File: src/rtl/syn_opt_pkg.sv
// Shared types for the syn_opt operator pipeline: operation modes, per-stage
// control header and a helper that decides whether a stage modifies data0.
package syn_opt_pkg;

  typedef enum logic [1:0] {
    MODE_PASS = 2'd0,
    MODE_XOR  = 2'd1,
    MODE_ADD  = 2'd2,
    MODE_RSVD = 2'd3
  } syn_opt_mode_t;

  // Width-independent part of the stage payload; the data fields depend on
  // WIDTH, so the full payload struct is completed inside each module.
  typedef struct packed {
    logic          valid;
    logic          modif;
    syn_opt_mode_t mode;
  } syn_opt_ctrl_t;

  function automatic logic op_active(input logic modif, input syn_opt_mode_t mode);
    return modif && ((mode == MODE_XOR) || (mode == MODE_ADD));
  endfunction

endpackage

File: src/rtl/syn_opt_stage.sv
// One pipeline stage: applies the mode operation to data0 (add on even stage
// index, subtract on odd) and registers the whole payload.
module syn_opt_stage
  import syn_opt_pkg::*;
#(
  parameter int unsigned WIDTH     = 8,
  parameter int unsigned STAGE_IDX = 0
) (
  input  logic             clk,
  input  logic             rst,
  input  syn_opt_ctrl_t    ctrl_i,
  input  logic [WIDTH-1:0] data0_i,
  input  logic [WIDTH-1:0] data1_i,
  input  logic [WIDTH-1:0] orig_i,
  input  logic             fault_i,
  output syn_opt_ctrl_t    ctrl_o,
  output logic [WIDTH-1:0] data0_o,
  output logic [WIDTH-1:0] data1_o,
  output logic [WIDTH-1:0] orig_o
);

  typedef struct packed {
    syn_opt_ctrl_t    ctrl;
    logic [WIDTH-1:0] data0;
    logic [WIDTH-1:0] data1;
    logic [WIDTH-1:0] orig;
  } payload_t;

  localparam bit SUBTRACT = (STAGE_IDX % 2) != 0;

  payload_t pay_d;
  payload_t pay_q;

  always_comb begin
    pay_d.ctrl  = ctrl_i;
    pay_d.data0 = data0_i;
    pay_d.data1 = data1_i;
    pay_d.orig  = orig_i;
    if (op_active(ctrl_i.modif, ctrl_i.mode)) begin
      case (ctrl_i.mode)
        MODE_XOR: pay_d.data0 = data0_i ^ data1_i;
        MODE_ADD: pay_d.data0 = SUBTRACT ? (data0_i - data1_i) : (data0_i + data1_i);
        default:  pay_d.data0 = data0_i;
      endcase
    end
    // Fault flips the LSB after the operation so the checker must see it.
    if (fault_i) begin
      pay_d.data0 = pay_d.data0 ^ WIDTH'(1);
    end
  end

  always_ff @(posedge clk) begin
    if (rst) begin
      pay_q <= '0;
    end else begin
      pay_q <= pay_d;
    end
  end

  assign ctrl_o  = pay_q.ctrl;
  assign data0_o = pay_q.data0;
  assign data1_o = pay_q.data1;
  assign orig_o  = pay_q.orig;

endmodule

File: src/rtl/syn_opt_pipe.sv
// STAGES-deep cancelling operator pipeline with a built-in output checker and
// saturating mismatch counter for board-level self-test.
module syn_opt_pipe
  import syn_opt_pkg::*;
#(
  parameter int unsigned STAGES = 2,
  parameter int unsigned WIDTH  = 8,
  parameter int unsigned CNT_W  = 16
) (
  input  logic             clk_gen,
  input  logic             rst,
  input  logic             in_valid,
  input  logic             in_modif,
  input  logic [1:0]       in_mode,
  input  logic [WIDTH-1:0] in_data0,
  input  logic [WIDTH-1:0] in_data1,
  input  logic             fault_inj,
  input  logic             err_clr,
  output logic             out_valid,
  output logic             out_modif,
  output logic [WIDTH-1:0] out_data0,
  output logic [WIDTH-1:0] out_data1,
  output logic [CNT_W-1:0] err_cnt,
  output logic             err_flag
);

  localparam bit              ODD_DEPTH = (STAGES % 2) == 1;
  localparam logic [CNT_W-1:0] CNT_MAX  = '1;

  // Index 0 is the pipeline input; index k+1 is the output of stage k.
  syn_opt_ctrl_t    stage_ctrl  [STAGES+1];
  logic [WIDTH-1:0] stage_data0 [STAGES+1];
  logic [WIDTH-1:0] stage_data1 [STAGES+1];
  logic [WIDTH-1:0] stage_orig  [STAGES+1];

  assign stage_ctrl[0].valid = in_valid;
  assign stage_ctrl[0].modif = in_modif;
  assign stage_ctrl[0].mode  = syn_opt_mode_t'(in_mode);
  assign stage_data0[0]      = in_data0;
  assign stage_data1[0]      = in_data1;
  assign stage_orig[0]       = in_data0;

  for (genvar gi = 0; gi < STAGES; gi++) begin : g_stage
    syn_opt_stage #(
      .WIDTH     (WIDTH),
      .STAGE_IDX (gi)
    ) u_stage (
      .clk     (clk_gen),
      .rst     (rst),
      .ctrl_i  (stage_ctrl[gi]),
      .data0_i (stage_data0[gi]),
      .data1_i (stage_data1[gi]),
      .orig_i  (stage_orig[gi]),
      .fault_i ((gi == 0) ? fault_inj : 1'b0),
      .ctrl_o  (stage_ctrl[gi+1]),
      .data0_o (stage_data0[gi+1]),
      .data1_o (stage_data1[gi+1]),
      .orig_o  (stage_orig[gi+1])
    );
  end

  assign out_valid = stage_ctrl[STAGES].valid;
  assign out_modif = stage_ctrl[STAGES].modif;
  assign out_data0 = stage_data0[STAGES];
  assign out_data1 = stage_data1[STAGES];

  // An even number of stages cancels completely; an odd count leaves one
  // net application of the operation relative to the original operand.
  logic [WIDTH-1:0] expected;
  logic             mismatch;

  always_comb begin
    expected = stage_orig[STAGES];
    if (ODD_DEPTH && op_active(stage_ctrl[STAGES].modif, stage_ctrl[STAGES].mode)) begin
      case (stage_ctrl[STAGES].mode)
        MODE_XOR: expected = stage_orig[STAGES] ^ stage_data1[STAGES];
        MODE_ADD: expected = stage_orig[STAGES] + stage_data1[STAGES];
        default:  expected = stage_orig[STAGES];
      endcase
    end
  end

  assign mismatch = out_valid && (out_data0 != expected);

  logic [CNT_W-1:0] err_cnt_d;
  logic [CNT_W-1:0] err_cnt_q;
  logic             err_flag_d;
  logic             err_flag_q;

  always_comb begin
    err_cnt_d  = err_cnt_q;
    err_flag_d = err_flag_q;
    if (err_clr) begin
      err_cnt_d  = '0;
      err_flag_d = 1'b0;
    end
    // Applied after the clear so a coincident mismatch still counts once.
    if (mismatch) begin
      err_flag_d = 1'b1;
      if (err_cnt_d != CNT_MAX) begin
        err_cnt_d = err_cnt_d + CNT_W'(1);
      end
    end
  end

  always_ff @(posedge clk_gen) begin
    if (rst) begin
      err_cnt_q  <= '0;
      err_flag_q <= 1'b0;
    end else begin
      err_cnt_q  <= err_cnt_d;
      err_flag_q <= err_flag_d;
    end
  end

  assign err_cnt  = err_cnt_q;
  assign err_flag = err_flag_q;

endmodule

File: config.mk
export PLATFORM = sky130hd
export DESIGN_NAME = syn_opt_pipe
export DESIGN_NICKNAME = d
export VERILOG_FILES = /design/src/rtl/syn_opt_pkg.sv /design/src/rtl/syn_opt_stage.sv /design/src/rtl/syn_opt_pipe.sv
export SDC_FILE = /design/constraint.sdc
export NUM_CORES = 1
export LEC_CHECK = 0
export ABC_CLOCK_PERIOD_IN_PS = 2170
export BUFFER_PORTS_ARGS = -buffer_cell sky130_fd_sc_hd__buf_4
export CAP_MARGIN = 10
export CELL_PAD_IN_SITES_DETAIL_PLACEMENT = 0
export CELL_PAD_IN_SITES_GLOBAL_PLACEMENT = 1
export CORE_ASPECT_RATIO = 0.8
export CORE_UTILIZATION = 38
export CTS_CLUSTER_SIZE = 30
export DETAILED_ROUTE_END_ITERATION = 8
export PLACE_DENSITY_LB_ADDON = 0.08
export SYNTH_ARGS = -nofsm -noshare
export SYNTH_HDL_FRONTEND = slang
export SYNTH_SLANG_ARGS = --single-unit
File: constraint.sdc
create_clock -name clk_gen -period 2.17 [get_ports clk_gen]
set_input_delay 0 -clock clk_gen [delete_from_list [all_inputs] [get_ports clk_gen]]
set_output_delay 0 -clock clk_gen [all_outputs]
set_load 0.02 [all_outputs]
======== After elaboration in Yosys (flattened, before gate mapping) ========
Index checks and enable logic that the tools add are counted.
Widths: inputs -> output; s select.
cells by class
  equality and inequality tests ........... 6
  div/mod/pow operators ................... 0
  mux-type cells .......................... 10
  order comparisons ....................... 0
  shifts and indexed selects .............. 0
  reductions and logical operators ........ 6
  add/subtract/negate cells ............... 3
  multipliers ............................. 0
  bitwise logic cells ..................... 3
operator list
  kind                   number
  $mux 16                3
  $pmux 8 s2             2
  $add 16x1->16 const B  1
  $mux 8                 2
  $ne 16x16->1 const B   1
  $xor 8x8->8            2
  $add 8x8->8            1
  $ne 8x8->1             1
  $sub 8x8->8            1
  $eq 2x1->1 const B     2
  $eq 2x2->1 const B     2
  $logic_and 1x1->1      3
  $mux 1                 3
  $logic_or 1x1->1       2
  $reduce_bool 2->1      1
  $not 1->1              1
storage, ports and cells
  latch bits .............................. 0
  input port bits ......................... 24
  output and inout port bits .............. 35
  ROM bits ................................ 0
  word-level logic and storage cells ...... 41
  memories kept ........................... 0
  bits in writable memories ............... 0
  flip-flop bits (word level) ............. 71

======== Longest topological paths before layout ========
Gate-level depths: netlist (run 1).
  word-level depth ........................ 6
  depth in mapped cells ................... 10

======== Hierarchy ========
From an unflattened synthesis (run 1), not the netlist that was laid out.
second synthesis, totals
  cells, all modules ...................... 402
  area total of the unflattened synthesis .. 3,623.5 um2
modules (own cells, without submodules)
  module                              instances  cells an instance  area each (um2)
  syn_opt_stage (g_stage[1].u_stage)  1          136                1,267.5
  syn_opt_stage (g_stage[0].u_stage)  1          131                1,260.0
  syn_opt_pipe                        1          135                1,096.1

======== Worst setup path before layout (run 1) ========
OpenSTA, ideal clock, no wires.
  kind .................................... reg2reg
  from .................................... register err_cnt_q[1] (netlist: err_cnt[1])
  to ...................................... register err_cnt_q[10] (netlist: err_cnt[10])
  library setup time ...................... 121 ps
  setup slack ............................. -226 ps
  period minus slack after synthesis ...... 2,396 ps
  arrival time ............................ 2,275 ps
  buffers on the path ..................... 1
  required time ........................... 2,049 ps
  cell stages (with the launch flop) ...... 9
  cell sequence ........................... dfxtp_1 > nor2b_1 > ha_1 > nand4b_1 > or4_4 > o221ai_2 > buf_6 > nor4_1 > mux2_4
on the way
  word-level cells in the longest chain between the ends .. 4
  elaborated cells on any way between the ends .. 5
  classes of those cells .................. add/sub (1); eq/ne (1); mux (3)
ends and longest elaborated chain
  item                                           RTL line                                  RTL
  start: declaration                             syn_opt_pipe.sv:86                        logic [CNT_W-1:0] err_cnt_q;
  start signal: assignment                       syn_opt_pipe.sv:111                       err_cnt_q <= err_cnt_d;
  $mux 16 *                                      syn_opt_pipe.sv:93                        if (err_clr) begin
  $add 16x1->16 or $ne 16x16->1 (tied branches)  syn_opt_pipe.sv:101, syn_opt_pipe.sv:100
  $mux 16 *                                      syn_opt_pipe.sv:100                       if (err_cnt_d != CNT_MAX) begin
  $mux 16 *                                      syn_opt_pipe.sv:98                        if (mismatch) begin
Every way passes the cells marked *; elsewhere a longest branch is shown, timed or not.
A chain may end at the register's enable or synchronous reset.

======== Worst setup path in the final report (run 1) ========
  from .................................... register err_cnt_q[1] (netlist: err_cnt[1])
  to ...................................... register err_cnt_q[9] (netlist: err_cnt[9])
The elaborated chain is that of the path after synthesis.

==> flow_summary.ini, run 1 <==
[critical_path]
critPathSlowestCell = or4_4
timing.rr.end = err_cnt[9]
cp.arrival_ns = 2.40
r2r_cells = 8
crit_fanout = 8
worstPathRequired_ns = 2.38
slowest_delay_ns = 0.56
timing.rr.start = err_cnt[1]
cp_cell_sequence = nor2b_4 -> ha_4 -> nand4b_1 -> or4_4 -> o221ai_4 -> buf_6 -> or4_1 -> a21oi_1
crit_path_end_kind = flop
critPathKind = reg -> reg
r2r_slack_ns = -0.02
start_kind = flop

[synth]
synth_fp_nets = 430
ys_ff_latch = 71
async_flop_share_pct = 0
syn_area_mm2 = 0.00343
synth_warnings = 0
avgSynthCellArea_um2 = 8.94
synth_area_leaders = dfxtp_1 41%, ha_1 7.3%, nor2b_1 7.3%, nor2_1 3.4%, a21oi_1 3.4%
synth.largest_area_cell = dfxtp_1
synth_edf_count = 0
ys_seq_area_share_pct = 41.4
synth_cell_types = 55
synthCells = 384
ys.flop_type = dfxtp_1
synth_top_area_share_pct = 41.4

[global_routing]
antenna_found_initial = 0
grt_max_degree = 70
grt_pass1_wl_mm = 14.6
grt_pass1_vias = 2892
grt.total_usage_pct = 20.8
grt_overflow_total = 0

[timing]
max-slew-margin-rel_pct = 52.3
finalCritPeriodShare_pct = 101
tightestPinTransition_ns = 0.715
drv_slew = 0
finClkSkew_ns = 0.00566
min_period_ns = 2.19
fin_ws_ns = -0.0201
hold_viol = 0
setup_viol = 3
rsz0062_at_grt = true
hold_ws_ns = 0.0763
max_freq_ghz = 0.457

[finish]
final_layout_size_suffix_gt1_share_pct = 23.0
area.sequential_mm2 = 0.00143
fin_nets = 519
n_antenna_cell = 0
fin_area_mm2 = 0.00463
syn_to_final_growth_pct = 34.8
multi_input_area_mm2 = 0.00193
postLayoutCoreUtil_pct = 53.6
layout_common_cells = 72 x buf_4, 69 x dfxtp_1, 38 x nor2b_1
fillers = 803
final_common_cell = buf_4

[detailed_routing]
via_per_inst = 5.17
vias = 3050
drc_errors = 0
firstDrtPassIters = 4
drt_iter0_drc = 135
avgRoutedWirePerCell_um = 15.6
ant_nets = 0
finalWirelength_mm = 9.22

[die]
initial_core_util_pct = 39.8
die_w_um = 108
fp.dieH_um = 87.0
die_area_mm2 = 0.00943
row_count = 30
core-area_mm2 = 0.00863
ios = 59

[min_path]
min_path_type = in -> reg
hold_path_startpoint = err_clr
min_path_cells = 4
hold_path_end = err_cnt[2]

[place]
dp_hpwl_mm = 6.39
place_congestion = 0.844
placed_cell_area_mm2 = 0.00403
port_buffers = 58
pre_cts_ws_ns = -0.0145

[power_and_ir_drop]
clockPowerShare_pct = 41.4
ir_drop_v = 0.000455
p_int_mw = 2.40
p_sw_share_pct = 26.9
pwr-share-comb_pct = 16.1
leakage_nw = 1.86
p_per_area_mw_per_mm2 = 710
netSwitchingPower_mw = 0.884
seqPwrFrac_pct = 42.5

[cts]
cts_root_buffer = clkbuf_16
tritoncts = yes
cts-buffers-inserted = 9
clk_pin_slew_ns = 0.06
insertion_delay_ns = 0.33
clockBufferDepth = 2
clock-sinks = 71
htree_levels = 3

[flow_run]
maxCapViolations = 0

[outcome]
violations = setup timing
status = finished with violations
-- per-layer routing --
| metal | track usage [%] | share of wire (%) | vias up |
|---|---|---|---|
| li1 | - | - | 1534 |
| met1 | 31.2 | 51 | 1433 |
| met2 | 28.9 | 42 | 69 |
| met3 | 4.56 | 4.3 | 14 |
| met4 | 7.62 | 1.9 | 0 |
| met5 | 0 | 0 | - |
-- cell type report --
cell class	count	share of cell area, %
well taps	112	3.03
clock buffers	11	5.24
multi-input cells	275	41.6
clock inverters	5	0.730
inverters	20	1.62
flip-flops and latches	71	30.9
repair buffers	96	16.9
-- synthesized netlist by cell type, types with 4 or more instances --
cell type  count
a211oi_1       4
a21o_1         4
a21oi_1       23
a311oi_1       5
clkbuf_1      13
dfxtp_1       71
ha_1          20
inv_1         19
nand2_1       21
nand3_1        5
nand4_1        5
nor2_1        31
nor2b_1       40
nor3_1        11
nor4_1         6
o2111ai_1      6
o21a_1         5
o21ai_0       17
o21ai_1        5
or3_1          9
xnor2_1       12
-- worst max-delay path by stage --
| stage | start | to | slack (ns) | cells past startpoint |
|---|---|---|---|---|
| detailed placement | err_cnt[1] | err_cnt[4] | -0.01 | 8 |
| floorplan | err_cnt[1] | err_cnt[10] | -0.06 | 8 |
| CTS | err_cnt[1] | err_cnt[11] | -0.02 | 8 |
| global route | err_cnt[1] | err_cnt[9] | -0.17 | 8 |
| finish | err_cnt[1] | err_cnt[9] | -0.02 | 8 |
| global placement | err_cnt[1] | err_cnt[4] | 0.03 | 8 |
-- through the flow --
stage	setup TNS [ns]	cells	power (mW)
final	-0.0518	590	3.29
after CTS	-0.0351	585	3.31
after global placement	0	547	1.90
after global routing	-1.37	590	3.43
after floorplan	-0.103	384	1.74
after detailed placement	-0.0332	547	1.91
-- power by group through the flow --
stage | logic, mW | registers [mW] | clock network, mW
2_1_floorplan | 0.297 | 1.44 | 0
3_3_place_gp | 0.476 | 1.43 | 0
3_5_place_dp | 0.479 | 1.43 | 0
4_1_cts | 0.515 | 1.40 | 1.39
5_1_grt | 0.584 | 1.40 | 1.45
6_report | 0.529 | 1.40 | 1.36
-- sequential cells by signal, indices dropped and copies added (netlist names) --
register / flops
g_stage.u_stage.orig_o: 16
err_flag: 1
g_stage.u_stage.data1_o: 16
g_stage.u_stage.data0_o: 16
g_stage.u_stage.ctrl_o: 6
err_cnt: 16
-- worst max-delay path: cells and delay by family, from the launching register on --
| family | cells | cell delay (ns) |
|---|---|---|
| AOI/OAI and AO/OA | 2 | 0.36 |
| adders and majority gates | 1 | 0.15 |
| buffers and inverters | 1 | 0.19 |
| DFF | 1 | 0.35 |
| and+or+nand+nor | 4 | 1.02 |
-- kinds of logic after synthesis --
| family | share of synthesized area [%] |
|---|---|
| compound gates | 18.1 |
| xor+xnor | 3.83 |
| fa+ha+maj | 8.45 |
| buf+inv | 4.81 |
| flops | 41.4 |
| mux | 0.437 |
| simple gates | 23.0 |
-- what timing repair did --
item | CTS | global route
endpoints found under the setup margin | 10 | 15
pin swaps | 0 | 6
cloned | 0 | 1
gates resized for setup | 1 | 13
buffers inserted | 0 | 4
hold buffers | 22 | 0
endpoints found under the hold margin | 26 | 0
(Power assumes the default switching activity.)
==> inputs of run 2 (changes only) <==
--- a/config.mk
+++ b/config.mk
@@ -10,7 +10,7 @@
 export CAP_MARGIN = 10
 export CELL_PAD_IN_SITES_DETAIL_PLACEMENT = 0
 export CELL_PAD_IN_SITES_GLOBAL_PLACEMENT = 1
-export CORE_ASPECT_RATIO = 0.8
+export CORE_ASPECT_RATIO = 0.9
 export CORE_UTILIZATION = 38
 export CTS_CLUSTER_SIZE = 30
 export DETAILED_ROUTE_END_ITERATION = 8
==> run 2 against run 1 <==
Effect of this change: the run now ends clean; hold slack improved by 0.053 ns; first-iteration DRC count fell by 11%; global-route usage fell by 0.55 points; sequential power barely moved; maximum frequency rose by 4.9%; via count fell by 1.8%; clock-buffer cell count fell by 1; die area barely moved; worst setup slack improved by 0.10 ns; power fell by 6.4%; sequential share of layout area rose by 0.35 points; critical path type unchanged.
==> flow_summary.ini, run 2 (same netlist as run 1, synthesis figures left out) <==
[timing]
finalCritPeriodShare_pct = 96.2
min_period_ns = 2.09
tightestPinTransition_ns = 0.591
drv_slew = 0
max-slew-margin-rel_pct = 60.6
tns_ns = 0
finClkSkew_ns = 0.0101
hold_ws_ns = 0.130
rsz0062_at_grt = true
setup_viol = 0
max_freq_ghz = 0.479
hold_viol = 0

[detailed_routing]
drt_iter0_drc = 120
via_per_inst = 5.02
drc_errors = 0
firstDrtPassIters = 4
vias = 2995
finalWirelength_mm = 8.81
avgRoutedWirePerCell_um = 14.8
ant_nets = 0

[global_routing]
antenna_found_initial = 0
grt_overflow_total = 0
grt_pass1_wl_mm = 14.4
grt_max_degree = 56
grt_pass1_vias = 2910
grt.total_usage_pct = 20.3

[finish]
n_antenna_cell = 0
postLayoutCoreUtil_pct = 52.7
multi_input_area_mm2 = 0.00193
final_common_cell = buf_4
layout_common_cells = 72 x buf_4, 69 x dfxtp_1, 38 x nor2b_1
syn_to_final_growth_pct = 33.3
fillers = 829
final_layout_size_suffix_gt1_share_pct = 23.0
fin_nets = 519
area.sequential_mm2 = 0.00143
stdcell_count = 597

[critical_path]
slowest_delay_ns = 0.55
crit_path_end_kind = flop
timing.rr.end = err_cnt[8]
critPathSlowestCell = or4_4
r2r_slack_ns = 0.08
timing.rr.start = err_cnt[1]
r2r_cells = 8
crit_end = err_cnt[8]
critPathLaunch = err_cnt[1]
cp.buffers_inverters = 1
cp_cell_sequence = nor2b_4 -> ha_4 -> nand4b_1 -> or4_4 -> o221ai_4 -> buf_6 -> nor4_2 -> o21a_1
critPathKind = reg -> reg
cp.depth = 8
worstPathRequired_ns = 2.42
cpLargestDelayFamily = simple AND/OR/NAND/NOR gates
cp.arrival_ns = 2.33
crit_fanout = 8
start_kind = flop

[cts]
cts_root_buffer = clkbuf_8
htree_levels = 3
insertion_delay_ns = 0.35
tritoncts = yes
clock-sinks = 71
cts-buffers-inserted = 9
clk_pin_slew_ns = 0.08
clockBufferDepth = 2

[die]
fp.dieH_um = 92.2
die_w_um = 102
core-area_mm2 = 0.00869
initial_core_util_pct = 39.5
ios = 59
die_area_mm2 = 0.00942
row_count = 32

[place]
dp_hpwl_mm = 6.43
port_buffers = 58
place_congestion = 0.852
placedCellCount = 556

[power_and_ir_drop]
ir_drop_v = 0.000296
p_int_mw = 2.24
p_sw_share_pct = 27.1
leakage_nw = 1.83
netSwitchingPower_mw = 0.832
total_power_mw = 3.08
clockPowerShare_pct = 37.5
p_per_area_mw_per_mm2 = 672
pwr-share-comb_pct = 17.2
seqPwrFrac_pct = 45.4

[outcome]
status = complete, no violations

[flow_run]
maxCapViolations = 0

[min_path]
min_path_type = in -> reg
[run 2: cell type report]
class | instances | share of cell area, %
repair buffers | 96 | 17.1
inverters | 20 | 1.64
flip-flops and latches | 71 | 31.2
clock inverters | 6 | 1.83
multi-input cells | 275 | 42.2
well taps | 119 | 3.25
clock buffers | 10 | 2.79
[run 2: repair_timing]
| action | 4_1_cts | 5_1_grt |
|---|---|---|
| hold buffers | 22 | 0 |
| gates resized for setup | 0 | 13 |
| setup endpoints to repair | 0 | 14 |
| buffers inserted | 0 | 3 |
| endpoints found under the hold margin | 28 | 0 |
[run 2: power by group through the flow]
stage	sequential (mW)	combinational, mW	clock [mW]
6_report	1.40	0.528	1.15
5_1_grt	1.40	0.585	1.24
4_1_cts	1.40	0.516	1.18
3_5_place_dp	1.43	0.482	0
3_3_place_gp	1.43	0.481	0
2_1_floorplan	1.44	0.297	0
[run 2: worst min path at each step]
stage	start	to	cells after the start
final	rst	g_stage[1].u_stage.data1_o[5]	2
after global placement	in_valid	g_stage[0].u_stage.ctrl_o[3]	2
after global routing	rst	err_cnt[12]	2
after CTS	rst	g_stage[1].u_stage.data1_o[3]	2
after detailed placement	in_valid	g_stage[0].u_stage.ctrl_o[3]	2
after floorplan	in_modif	g_stage[0].u_stage.ctrl_o[2]	1
[run 2: stage by stage]
step / cell area, um2 / setup WS (ns)
after global placement: 4050 / 0.0891
after floorplan: 3460 / -0.0604
after detailed placement: 4050 / 0.0596
after CTS: 4480 / 0.0396
final: 4580 / 0.0830
after global routing: 4580 / -0.0196
[run 2: layer usage]
layer / GRT usage [%] / vias up / wire [um]
met2: 29.4 / 61 / 3530
met1: 29.4 / 1377 / 4800
met4: 5.95 / 0 / 170
met5: 0 / - / 0
li1: - / 1546 / -
met3: 4.95 / 11 / 312
[run 2: worst register-to-register path, cell delays in order, from the launching register on]
cell and delay, ns:
dfxtp_4 0.35, nor2b_4 0.18, ha_4 0.14, nand4b_1 0.14, or4_4 0.55, o221ai_4 0.24, buf_6 0.18, nor4_2 0.04
o21a_1 0.16
==> inputs of run 3 (changes only) <==
--- a/config.mk
+++ b/config.mk
@@ -5,13 +5,14 @@
 export SDC_FILE = /design/constraint.sdc
 export NUM_CORES = 1
 export LEC_CHECK = 0
+export ABC_AREA = 1
 export ABC_CLOCK_PERIOD_IN_PS = 2170
 export BUFFER_PORTS_ARGS = -buffer_cell sky130_fd_sc_hd__buf_4
 export CAP_MARGIN = 10
 export CELL_PAD_IN_SITES_DETAIL_PLACEMENT = 0
 export CELL_PAD_IN_SITES_GLOBAL_PLACEMENT = 1
 export CORE_ASPECT_RATIO = 0.9
-export CORE_UTILIZATION = 38
+export CORE_UTILIZATION = 37
 export CTS_CLUSTER_SIZE = 30
 export DETAILED_ROUTE_END_ITERATION = 8
 export PLACE_DENSITY_LB_ADDON = 0.08
==> run 3 against run 2 <==
Effect of this change: critical path depth increased by 2; register-to-register slack improved by 0.22 ns; sequential share of layout area decreased by 2.4 points; design area increased by 7.9%; die area increased by 15%; via count increased by 18%; maximum frequency increased by 11%; worst setup slack improved by 0.21 ns; synthesized cell count increased by 45%.
==> flow_summary.ini, run 3 <==
[outcome]
status = complete, no violations

[die]
initial_core_util_pct = 38.9
fp.dieH_um = 98.7
die_w_um = 109
row_count = 34
core-area_mm2 = 0.00987
die_area_mm2 = 0.0108
ios = 59

[global_routing]
grt_pass1_vias = 3367
antenna_found_initial = 0
grt_overflow_total = 0
grt_max_degree = 25
grt_pass1_wl_mm = 16.5
grt.total_usage_pct = 20.0

[detailed_routing]
drt_iter0_drc = 126
vias = 3544
drc_errors = 0
firstDrtPassIters = 5
avgRoutedWirePerCell_um = 12.9
ant_nets = 0
via_per_inst = 4.60
finalWirelength_mm = 9.92

[power_and_ir_drop]
p_int_mw = 2.64
clockPowerShare_pct = 45.6
netSwitchingPower_mw = 0.873
ir_drop_v = 0.000379
p_per_area_mw_per_mm2 = 712
seqPwrFrac_pct = 39.8
p_sw_share_pct = 24.8
pwr-share-comb_pct = 14.6
leakage_nw = 2.46

[timing]
setup_viol = 0
min_period_ns = 1.88
drv_slew = 0
finClkSkew_ns = 0.00531
finalCritPeriodShare_pct = 86.6
max-slew-margin-rel_pct = 74.9
tns_ns = 0
max_freq_ghz = 0.532
rsz0062_at_grt = false
fin_ws_ns = 0.291
tightestPinTransition_ns = 0.375
hold_viol = 0

[critical_path]
crit_fanout = 8
timing.critical_path.mode_cell = nor2_1
critPathKind = in -> reg
critPathSlowestCell = dlygate4sd3_1
slowest_delay_ns = 0.55
crit_path_end_kind = flop
cp.arrival_ns = 2.11
start_kind = input port
worstPathRequired_ns = 2.41
cp_cell_sequence = dlygate4sd3_1 -> buf_4 -> inv_1 -> ha_1 -> nor2_1 -> inv_1 -> nor2_1 -> buf_4 -> nor2_1 -> a21oi_1

[cts]
clockBufferDepth = 2
clock-sinks = 71
cts-buffers-inserted = 9
htree_levels = 3
cts_setup_buffers = 0
cts_resized = 0
cts_root_buffer = clkbuf_16
clk_pin_slew_ns = 0.06
tritoncts = yes
insertion_delay_ns = 0.33

[synth]
synthCells = 557
ys_top_cells_by_count = 121 x nand2_1, 100 x inv_1, 73 x nor2_1
synth_fp_nets = 603
synthAdderAreaFrac_pct = 7.55
synth_area_leaders = dfxtp_1 37%, nand2_1 12%, inv_1 9.8%, nor2_1 7.1%, ha_1 6.5%
post-synth-top-count-cell = nand2_1
synth_xor_area_share_pct = 1.37
ys.flop_type = dfxtp_1
synth_edf_count = 0
ys_ff_latch = 71
avgSynthCellArea_um2 = 6.90
synth_cell_types = 35
async_flop_share_pct = 0
syn_area_mm2 = 0.00384
synth_warnings = 0
synth_top_family_by_area = simple AND/OR/NAND/NOR gates
synth.largest_area_cell = dfxtp_1
synth_top_area_share_pct = 37.0
synth-compound-area-share_pct = 10.6
ys_seq_area_share_pct = 37.0
synth.area.mux_share_pct = 0
synth-simple-area-share_pct = 31.4

[place]
place_congestion = 0.849
pre_cts_ws_ns = 0.311
port_buffers = 58
dp_hpwl_mm = 7.54

[finish]
multi_input_area_mm2 = 0.00196
syn_to_final_growth_pct = 28.5
final_common_cell = nand2_1
final_layout_size_suffix_gt1_share_pct = 16.1
n_antenna_cell = 0
area.sequential_mm2 = 0.00142
fillers = 1021
layout_common_cells = 121 x nand2_1, 100 x inv_1, 73 x nor2_1
fin_nets = 685

[min_path]
min_path_type = in -> reg

[flow_run]
maxCapViolations = 0
run 3: cell count changes after synthesis, moves of 11 or more:
cell,previous run,this run
a21oi_1,23,47
inv_1,19,100
nand2_1,21,121
nand3_1,5,37
nor2_1,31,73
nor2b_1,40,0
nor3_1,11,0
run 3: worst paths after layout:
check                                from                             to  slack, ns  cells past startpoint
max                            in_mode[0]  g_stage[0].u_stage.data0_o[3]       0.29                     10
min                                   rst   g_stage[0].u_stage.ctrl_o[2]       0.03                      2
max reg2reg                    err_cnt[1]                     err_cnt[9]       0.30                      9
min reg2reg  g_stage[0].u_stage.orig_o[0]   g_stage[1].u_stage.orig_o[0]       0.40                      2
run 3: what timing repair did:
item                                    in CTS  in global routing
endpoints found under the setup margin       0                  0
endpoints found under the hold margin       21                  0
hold buffers                                21                  0
run 3: area by class of cell:
| cell class | instances | share of cell area (%) |
|---|---|---|
| Tap cell | 126 | 3.19 |
| Timing Repair Buffer | 85 | 14.0 |
| Clock buffer | 13 | 5.27 |
| Clock inverter | 3 | 1.32 |
| Sequential cell | 71 | 28.8 |
| Inverter | 102 | 7.80 |
| Multi-Input combinational cell | 370 | 39.7 |
run 3: cell families after synthesis:
group | count (synthesis)
xor+xnor | 6
fa+ha+maj | 22
flops | 71
buf+inv | 116
compound gates | 78
simple gates | 264
run 3: layer usage:
layer / wire [um] / vias to the layer above / GRT usage (%)
met2: 3930 / 78 / 28.1
met3: 493 / 13 / 4.37
met4: 145 / 0 / 6.77
met1: 5350 / 1563 / 29.9
li1: - / 1890 / -
met5: 0 / - / 0
run 3: critical path: cells and delay by family:
| kind | cells | cell delay (ns) |
|---|---|---|
| and+or+nand+nor | 3 | 0.55 |
| AOI/OAI and AO/OA | 1 | 0.21 |
| adders and majority gates | 1 | 0.22 |
| buffers and inverters | 5 | 1.14 |
run 3: stage by stage:
| step | cells | util [%] | power, mW | area (um2) | hold slack (ns) |
|---|---|---|---|---|---|
| 4_1_cts | 770 | 50.0 | 3.55 | 4940 | 0.0196 |
| 3_3_place_gp | 733 | 44.6 | 1.91 | 4400 | 0.213 |
| 5_1_grt | 770 | 50.0 | 3.68 | 4940 | 0.0327 |
| 6_report | 770 | 50.0 | 3.52 | 4940 | 0.0260 |
| 2_1_floorplan | 557 | - | 1.74 | 3840 | 0.107 |
| 3_5_place_dp | 733 | 44.6 | 1.91 | 4400 | 0.209 |
run 3: power by group through the flow:
stage	Sequential [mW]	Combinational [mW]	Clock (mW)
2_1_floorplan	1.44	0.300	0
3_3_place_gp	1.43	0.482	0
3_5_place_dp	1.43	0.484	0
4_1_cts	1.40	0.516	1.63
5_1_grt	1.40	0.585	1.69
6_report	1.40	0.515	1.60
